$ cat src/rtl/seg_mux_ctrl.sv
// rtl/seg_mux_ctrl.sv - two-digit seven-segment time-multiplexing controller
// Blank/show schedule sharing one hex decoder between two common-anode digits.
module seg_mux_ctrl #(
    parameter int SHOW_CYCLES  = 24000,
    parameter int BLANK_CYCLES = 480
) (
    input  logic       clk,
    input  logic       reset_n,
    input  logic       en,
    input  logic [3:0] s0,
    input  logic [3:0] s1,
    output logic [3:0] hex,
    output logic [1:0] an_n,
    output logic       digit,
    output logic       frame_tick
);

    localparam int MAXD = (SHOW_CYCLES > BLANK_CYCLES) ? SHOW_CYCLES : BLANK_CYCLES;
    localparam int CW   = (MAXD > 1) ? $clog2(MAXD) : 1;

    typedef enum logic [2:0] {
        ST_OFF,
        ST_BLANK0,
        ST_SHOW0,
        ST_BLANK1,
        ST_SHOW1
    } state_t;

    state_t          state_q, state_d;
    logic [CW-1:0]   cnt_q, cnt_d;
    logic [CW-1:0]   last_cnt;
    logic [3:0]      hex_q, hex_d;
    logic [1:0]      an_n_q, an_n_d;
    logic            digit_q, digit_d;
    logic            tick_q, tick_d;

    always_comb begin
        last_cnt = '0;
        case (state_q)
            ST_BLANK0, ST_BLANK1: last_cnt = CW'(BLANK_CYCLES - 1);
            ST_SHOW0, ST_SHOW1:   last_cnt = CW'(SHOW_CYCLES - 1);
            default:              last_cnt = '0;
        endcase
    end

    always_comb begin
        state_d = state_q;
        cnt_d   = cnt_q;
        if (!en) begin
            state_d = ST_OFF;
            cnt_d   = '0;
        end else if (state_q == ST_OFF) begin
            state_d = ST_BLANK0;
            cnt_d   = '0;
        end else if (cnt_q == last_cnt) begin
            cnt_d = '0;
            case (state_q)
                ST_BLANK0: state_d = ST_SHOW0;
                ST_SHOW0:  state_d = ST_BLANK1;
                ST_BLANK1: state_d = ST_SHOW1;
                default:   state_d = ST_BLANK0;
            endcase
        end else begin
            cnt_d = cnt_q + CW'(1);
        end
    end

    // Outputs are decoded from the next state so they change on the same edge as the state.
    always_comb begin
        an_n_d  = 2'b11;
        digit_d = 1'b0;
        hex_d   = hex_q;
        tick_d  = 1'b0;
        case (state_d)
            ST_SHOW0: an_n_d = 2'b10;
            ST_SHOW1: an_n_d = 2'b01;
            default:  an_n_d = 2'b11;
        endcase
        digit_d = (state_d == ST_BLANK1) || (state_d == ST_SHOW1);
        if ((state_q == ST_BLANK0) || (state_d == ST_BLANK0)) begin
            hex_d = s0;
        end else if ((state_q == ST_BLANK1) || (state_d == ST_BLANK1)) begin
            hex_d = s1;
        end
        tick_d = (state_q == ST_SHOW1) && (state_d == ST_BLANK0);
    end

    always_ff @(posedge clk or negedge reset_n) begin
        if (!reset_n) begin
            state_q <= ST_BLANK0;
            cnt_q   <= '0;
            hex_q   <= 4'h0;
            an_n_q  <= 2'b11;
            digit_q <= 1'b0;
            tick_q  <= 1'b0;
        end else begin
            state_q <= state_d;
            cnt_q   <= cnt_d;
            hex_q   <= hex_d;
            an_n_q  <= an_n_d;
            digit_q <= digit_d;
            tick_q  <= tick_d;
        end
    end

    assign hex        = hex_q;
    assign an_n       = an_n_q;
    assign digit      = digit_q;
    assign frame_tick = tick_q;

endmodule

$ cat config.mk
export PLATFORM = sky130hd
export DESIGN_NAME = seg_mux_ctrl
export DESIGN_NICKNAME = d
export VERILOG_FILES = /design/src/rtl/seg_mux_ctrl.sv
export SDC_FILE = /design/constraint.sdc
export NUM_CORES = 1
export LEC_CHECK = 0
export BUFFER_PORTS_ARGS = -buffer_cell sky130_fd_sc_hd__buf_4
export CORE_UTILIZATION = 29
export CTS_CLUSTER_DIAMETER = 120
export DETAILED_ROUTE_END_ITERATION = 8
export PLACE_DENSITY = 0.42
export SLEW_MARGIN = 0
export SYNTH_ARGS = -nofsm -noshare
export SYNTH_HDL_FRONTEND = slang
export SYNTH_SLANG_ARGS = --single-unit
$ cat constraint.sdc
create_clock -name clk -period 5.8 [get_ports clk]
set_clock_uncertainty 0.15 [all_clocks]
set_input_delay 0.58 -clock clk [delete_from_list [all_inputs] [get_ports clk]]
set_output_delay 0.58 -clock clk [all_outputs]
set_load 0.005 [all_outputs]
---- After elaboration in Yosys (flattened, before gate mapping) ----
Cells that the tools add are included.
W data, S select, Z words.
cells by class
  add/subtract/negate cells ............... 1
  equality and inequality tests ........... 9
  multiplexer cells ....................... 11
  reductions and logical operators ........ 8
operators by type and width
  kind                     number
  $mux W15                 3
  $pmux W15 S2             1
  $add A15 B1 Y15 const B  1
  $eq A15 B15 Y1           1
  $eq A3 B2 Y1 const B     4
  $mux W3                  3
  $pmux W3 S3              1
  $mux W4                  2
  $eq A3 B1 Y1 const B     2
  $eq A3 B3 Y1 const B     2
  $pmux W2 S2              1
  $reduce_or A2 Y1         2
  $logic_not A3 Y1         1
  $logic_or A1 B1 Y1       3
  $reduce_bool A2 Y1       1
  $logic_and A1 B1 Y1      1
word-level totals
  register bits ........................... 26
  bits of input ports ..................... 11
  word-level logic and storage cells ...... 35

---- Depth between registers and ports, before layout ----
  word-level depth ........................ 11
  depth in mapped cells ................... 8
  gate-level depth less buffers ........... 6

---- Worst setup path after synthesis ----
Ideal clock, no wire load.
  path kind ............................... flip-flop to flip-flop
  start ................................... register state_q[1]
  end ..................................... register an_n_q[0] (netlist: an_n[0])
  library setup time ...................... 82 ps
  arrival time ............................ 2,099 ps
  required time ........................... 5,568 ps
  path slack .............................. 3,470 ps
  stages on the path, launching flop included .. 9
  path buffers ............................ 2
  clock period less this slack ............ 2,330 ps
  cell sequence ........................... dfrtp_1 > buf_4 > nor2_1 > xor2_1 > mux2_2 > and3_4 > buf_6 > or3_1 > a211o_1
on the way
  word-level cells in the longest chain between the ends .. 9
RTL lines
  element                                       line  RTL
  start: declaration                            29    state_t state_q, state_d;
  start signal: assignment                      97    state_q <= state_d;
  $eq A3 B3 Y1, or another cell as far along    39    case (state_q)
  $reduce_or A2 Y1                              39
  $pmux W15 S2                                  39
  $eq A15 B15 Y1                                55    end else if (cnt_q == last_cnt) begin
  $mux W3                                       55
  $mux W3 *                                     52    end else if (state_q == ST_OFF) begin
  $mux W3 *                                     49    if (!en) begin
  $eq A3 B3 Y1 or $eq A3 B2 Y1 (tied branches)  74    case (state_d)
  $pmux W2 S2 *                                 74
  named net an_n_d[0]                           33    logic [1:0] an_n_q, an_n_d;
  end signal: assignment                        100   an_n_q <= an_n_d;
  end: declaration                              33
Mark *: on every way through the listed nets, which the timed path passes. The rest lies on a longest branch.
A chain may end at the register's enable or synchronous reset.

---- Final worst setup path ----
  start ................................... register state_q[0]
  end ..................................... register cnt_q[4]
on the way
  word-level cells in the longest chain between the ends .. 7
RTL lines
  element                                     line  RTL
  $eq A3 B3 Y1, or another cell as far along  39
  $reduce_or A2 Y1                            39
  $pmux W15 S2                                39
  $eq A15 B15 Y1                              55
  $mux W15                                    55
  $mux W15 *                                  52
  $mux W15 *                                  49
  named net cnt_d[4]                          30    logic [CW-1:0] cnt_q, cnt_d;
  end signal: assignment                      98    cnt_q <= cnt_d;
  end: declaration                            30
Marked as above.

==> out/metrics.yaml <==
run_status:
  status: "completed"
clocking:
  ctsLongestPathBuffers: 2
  tritoncts: "yes"
  ctsHtreeMaxLevel: 1
  tritoncts.num_buffers: 3
  cts-hold-fix-buffers: 0
  cts.sink_count: 26
  ctsResizeCount: 0
  worst_skew_pair.late_latency_ns: 0.27
  cts_setup_buffers: 0
  ctsRootBufferMaster: "clkbuf_8"
  clkTransAtPathRegs_ns: 0.09
timing:
  timing.hold.ws_ns: 0.0491
  max_freq_ghz: 0.412
  slew_worst_pin_ns: 1.07
  finalHoldViolCount: 0
  setup_tns_ns: 0
  timing_max_transition_violations_final: 0
  slew-limit-headroom: 0.288
  final_min_period_over_clock_period: 0.418
  final_setup_violation_count: 0
  final_period_minus_worst_setup_slack_ns: 2.43
  rsz_0062_raised_after_global_routing: "false"
floorplanning:
  floorplan.die_area_sq_um: 5060
  std_cell_rows: 24
  dieHeight_um: 71.1
  ios: 19
  core_region_area_sq_um: 4470
  die_w_um: 71.1
  floorplan.initialDensity: 0.310
power:
  clock_power_share: 0.312
  vdd_ir_drop_max_uv: 94.0
  seq_power_share: 0.527
  cellLeakagePower_nw: 0.651
  total_power_mw: 0.379
  power.share.switching: 0.262
  p_per_area_nw_per_um2: 237
  power.net_switching_mw: 0.0991
  comb_power_share: 0.161
  internal_mw: 0.279
final_layout:
  commonest_non_fill_non_tap_cell_in_the_layout: "nor2_1"
  postLayoutCoreUtil: 0.357
  combined_area_of_the_multi_input_logic_cells_sq_um: 677
  area_delta_synth_final_pct: 15.4
  finalInstanceArea_sq_um: 1600
  num-nets-final: 177
  drive_above_1_share: 0.183
  commonest_non_fill_non_tap_cells_in_the_layout: "nor2_1 (29), dfrtp_1 (23), buf_4 (18)"
  fillers: 462
  seq_area_sq_um: 654
  antenna_cells_inserted: 0
run:
  timing.max_cap.violations: 0
hold_path:
  holdCritPathClass: "primary input to asynchronous set/reset pin"
detailed_routing:
  mean_number_of_vias_per_cell: 5.25
  detail_route.wl_per_cell_um: 14.1
  postRouteAntennaNets: 0
  drt_wl_total_um: 3050
  drt_first_iter_violations: 45
  route.detailed.drc: 0
  vias: 1134
  number_of_iterations_in_the_first_detailed_routing_pass: 6
critical_path:
  worst_ep_arrival_time_ns: 2.47
  worst_r2r_startpoint: "state_q[0]"
  setup.reg_to_reg.worst_slack_ns: 3.37
  critPathKind: "register to register"
  end_kind: "register"
  r2r.worst_path.cells: 6
  critPathRequiredTime_ns: 5.84
  worstReg2RegEnd: "cnt_q[4]"
  critical_path_peak_fanout: 15
  startpoint_type: "register"
synth:
  post_synth_num_cell_types: 36
  number_of_enable_flip_flop_cells_after_synthesis: 0
  ys_async_sr_fraction: 1.00
  ys_warn_count: 0
  synth_flop_cell: "dfrtp_1"
  synth.cell_area_sq_um: 1390
  syn-mean-instance-area_sq_um: 9.30
  leading_cell_types_by_total_area_after_synthesis: "dfrtp_1 (42%), nor2_1 (7.9%), dfstp_2 (5.7%)"
  seq_area_frac_synth: 0.472
  synth.largest_area_cell: "dfrtp_1"
  post_synth_inst_count: 149
  synthesis.nets: 161
  proportion_of_netlist_area_held_by_the_largest_area_contributor: 0.416
  postSynthRegisterBits: 26
grt:
  grt.busiest_layer: "met2"
  global_route_wire_length_before_repair_um: 5350
  met3_capacity_usage_during_global_routing: 0.0342
  largest_net_degree_at_the_start_of_global_routing: 27
  gr-total-overflow: 0
  groute.layer.met1.usage: 0.163
  use_met2: 0.239
  initial_antenna_violation_count: 0
  gr-usage-all-layers: 0.134
  first_global_vias: 1147
placement:
  buffer_ports.inserted: 18
  dp_hpwl_um: 2240
  routability_congestion_estimate_from_global_placement: 0.807
  post_dp_cell_area_sq_um: 1540
metrics by stage:
stage	worst slack, ns	std cells
floorplan	3.47	149
global placement	3.42	212
detailed placement	3.39	212
CTS	3.34	216
global route	3.10	216
finish	3.37	216
synth_stat cells (2+ instances only):
| library cell | count |
|---|---|
| xor2_1 | 9 |
| nor3_1 | 2 |
| nor2_1 | 29 |
| a21oi_1 | 9 |
| and2_1 | 2 |
| xnor2_1 | 7 |
| nand2_1 | 6 |
| and4_1 | 2 |
| and3_1 | 2 |
| nand3_1 | 12 |
| buf_4 | 2 |
| nand4_1 | 3 |
| inv_1 | 3 |
| a31oi_1 | 5 |
| dfrtp_1 | 23 |
| dfstp_2 | 3 |
| o21ai_0 | 8 |
| clkbuf_1 | 3 |
| or3_1 | 2 |
worst max-delay path, cell delays in order (launching register included):
cell,delay [ns]
dfstp_2,0.68
nor2_1,0.12
xor2_1,0.21
mux2_2,0.42
nand3_1,0.18
o311ai_2,0.37
nor2_1,0.22
metal layers:
metal	share of wire	up-vias
met2	0.52	13
li1	-	550
met4	0.0062	0
met3	0.028	5
met1	0.45	566
met5	0	-
how the worst max path moves through the flow:
stage	startpoint	to	slack [ns]	cells after the start
floorplan	state_q[1]	an_n[0]	3.47	8
global placement	state_q[0]	an_n[0]	3.42	6
detailed placement	state_q[2]	cnt_q[4]	3.39	6
CTS	state_q[2]	cnt_q[4]	3.34	6
global route	state_q[2]	cnt_q[4]	3.10	6
finish	state_q[0]	cnt_q[4]	3.37	6
registers in the layout, indices dropped and copies added (netlist names):
signal	cells
an_n	2
cnt_q	15
digit	1
frame_tick	1
hex	4
state_q	3
power groups by stage:
stage                     Combinational [mW]  Clock [mW]  Sequential (mW)
final                                 0.0609       0.118            0.200
after global routing                  0.0688       0.131            0.201
after CTS                             0.0618       0.123            0.199
after detailed placement              0.0617           0            0.203
after global placement                0.0616           0            0.203
after floorplan                       0.0399           0            0.200
area by class of cell:
class,instances,area share
Inverter,3,0.00705
Clock buffer,4,0.0345
Sequential cell,26,0.410
Multi-Input combinational cell,113,0.424
Timing Repair Buffer,18,0.0846
Tap cell,52,0.0407
kinds of logic after synthesis:
family / Yosys count / synth area share
multiplexers: 1 / 0.00813
AO/OA/AOI/OAI: 30 / 0.141
adder cells (fa/ha/maj): 1 / 0.00903
buffers and inverters: 10 / 0.0388
AND/OR/NAND/NOR: 65 / 0.229
XOR/XNOR: 16 / 0.101
flip-flops: 26 / 0.472
Power figures use the tool's default switching activity.
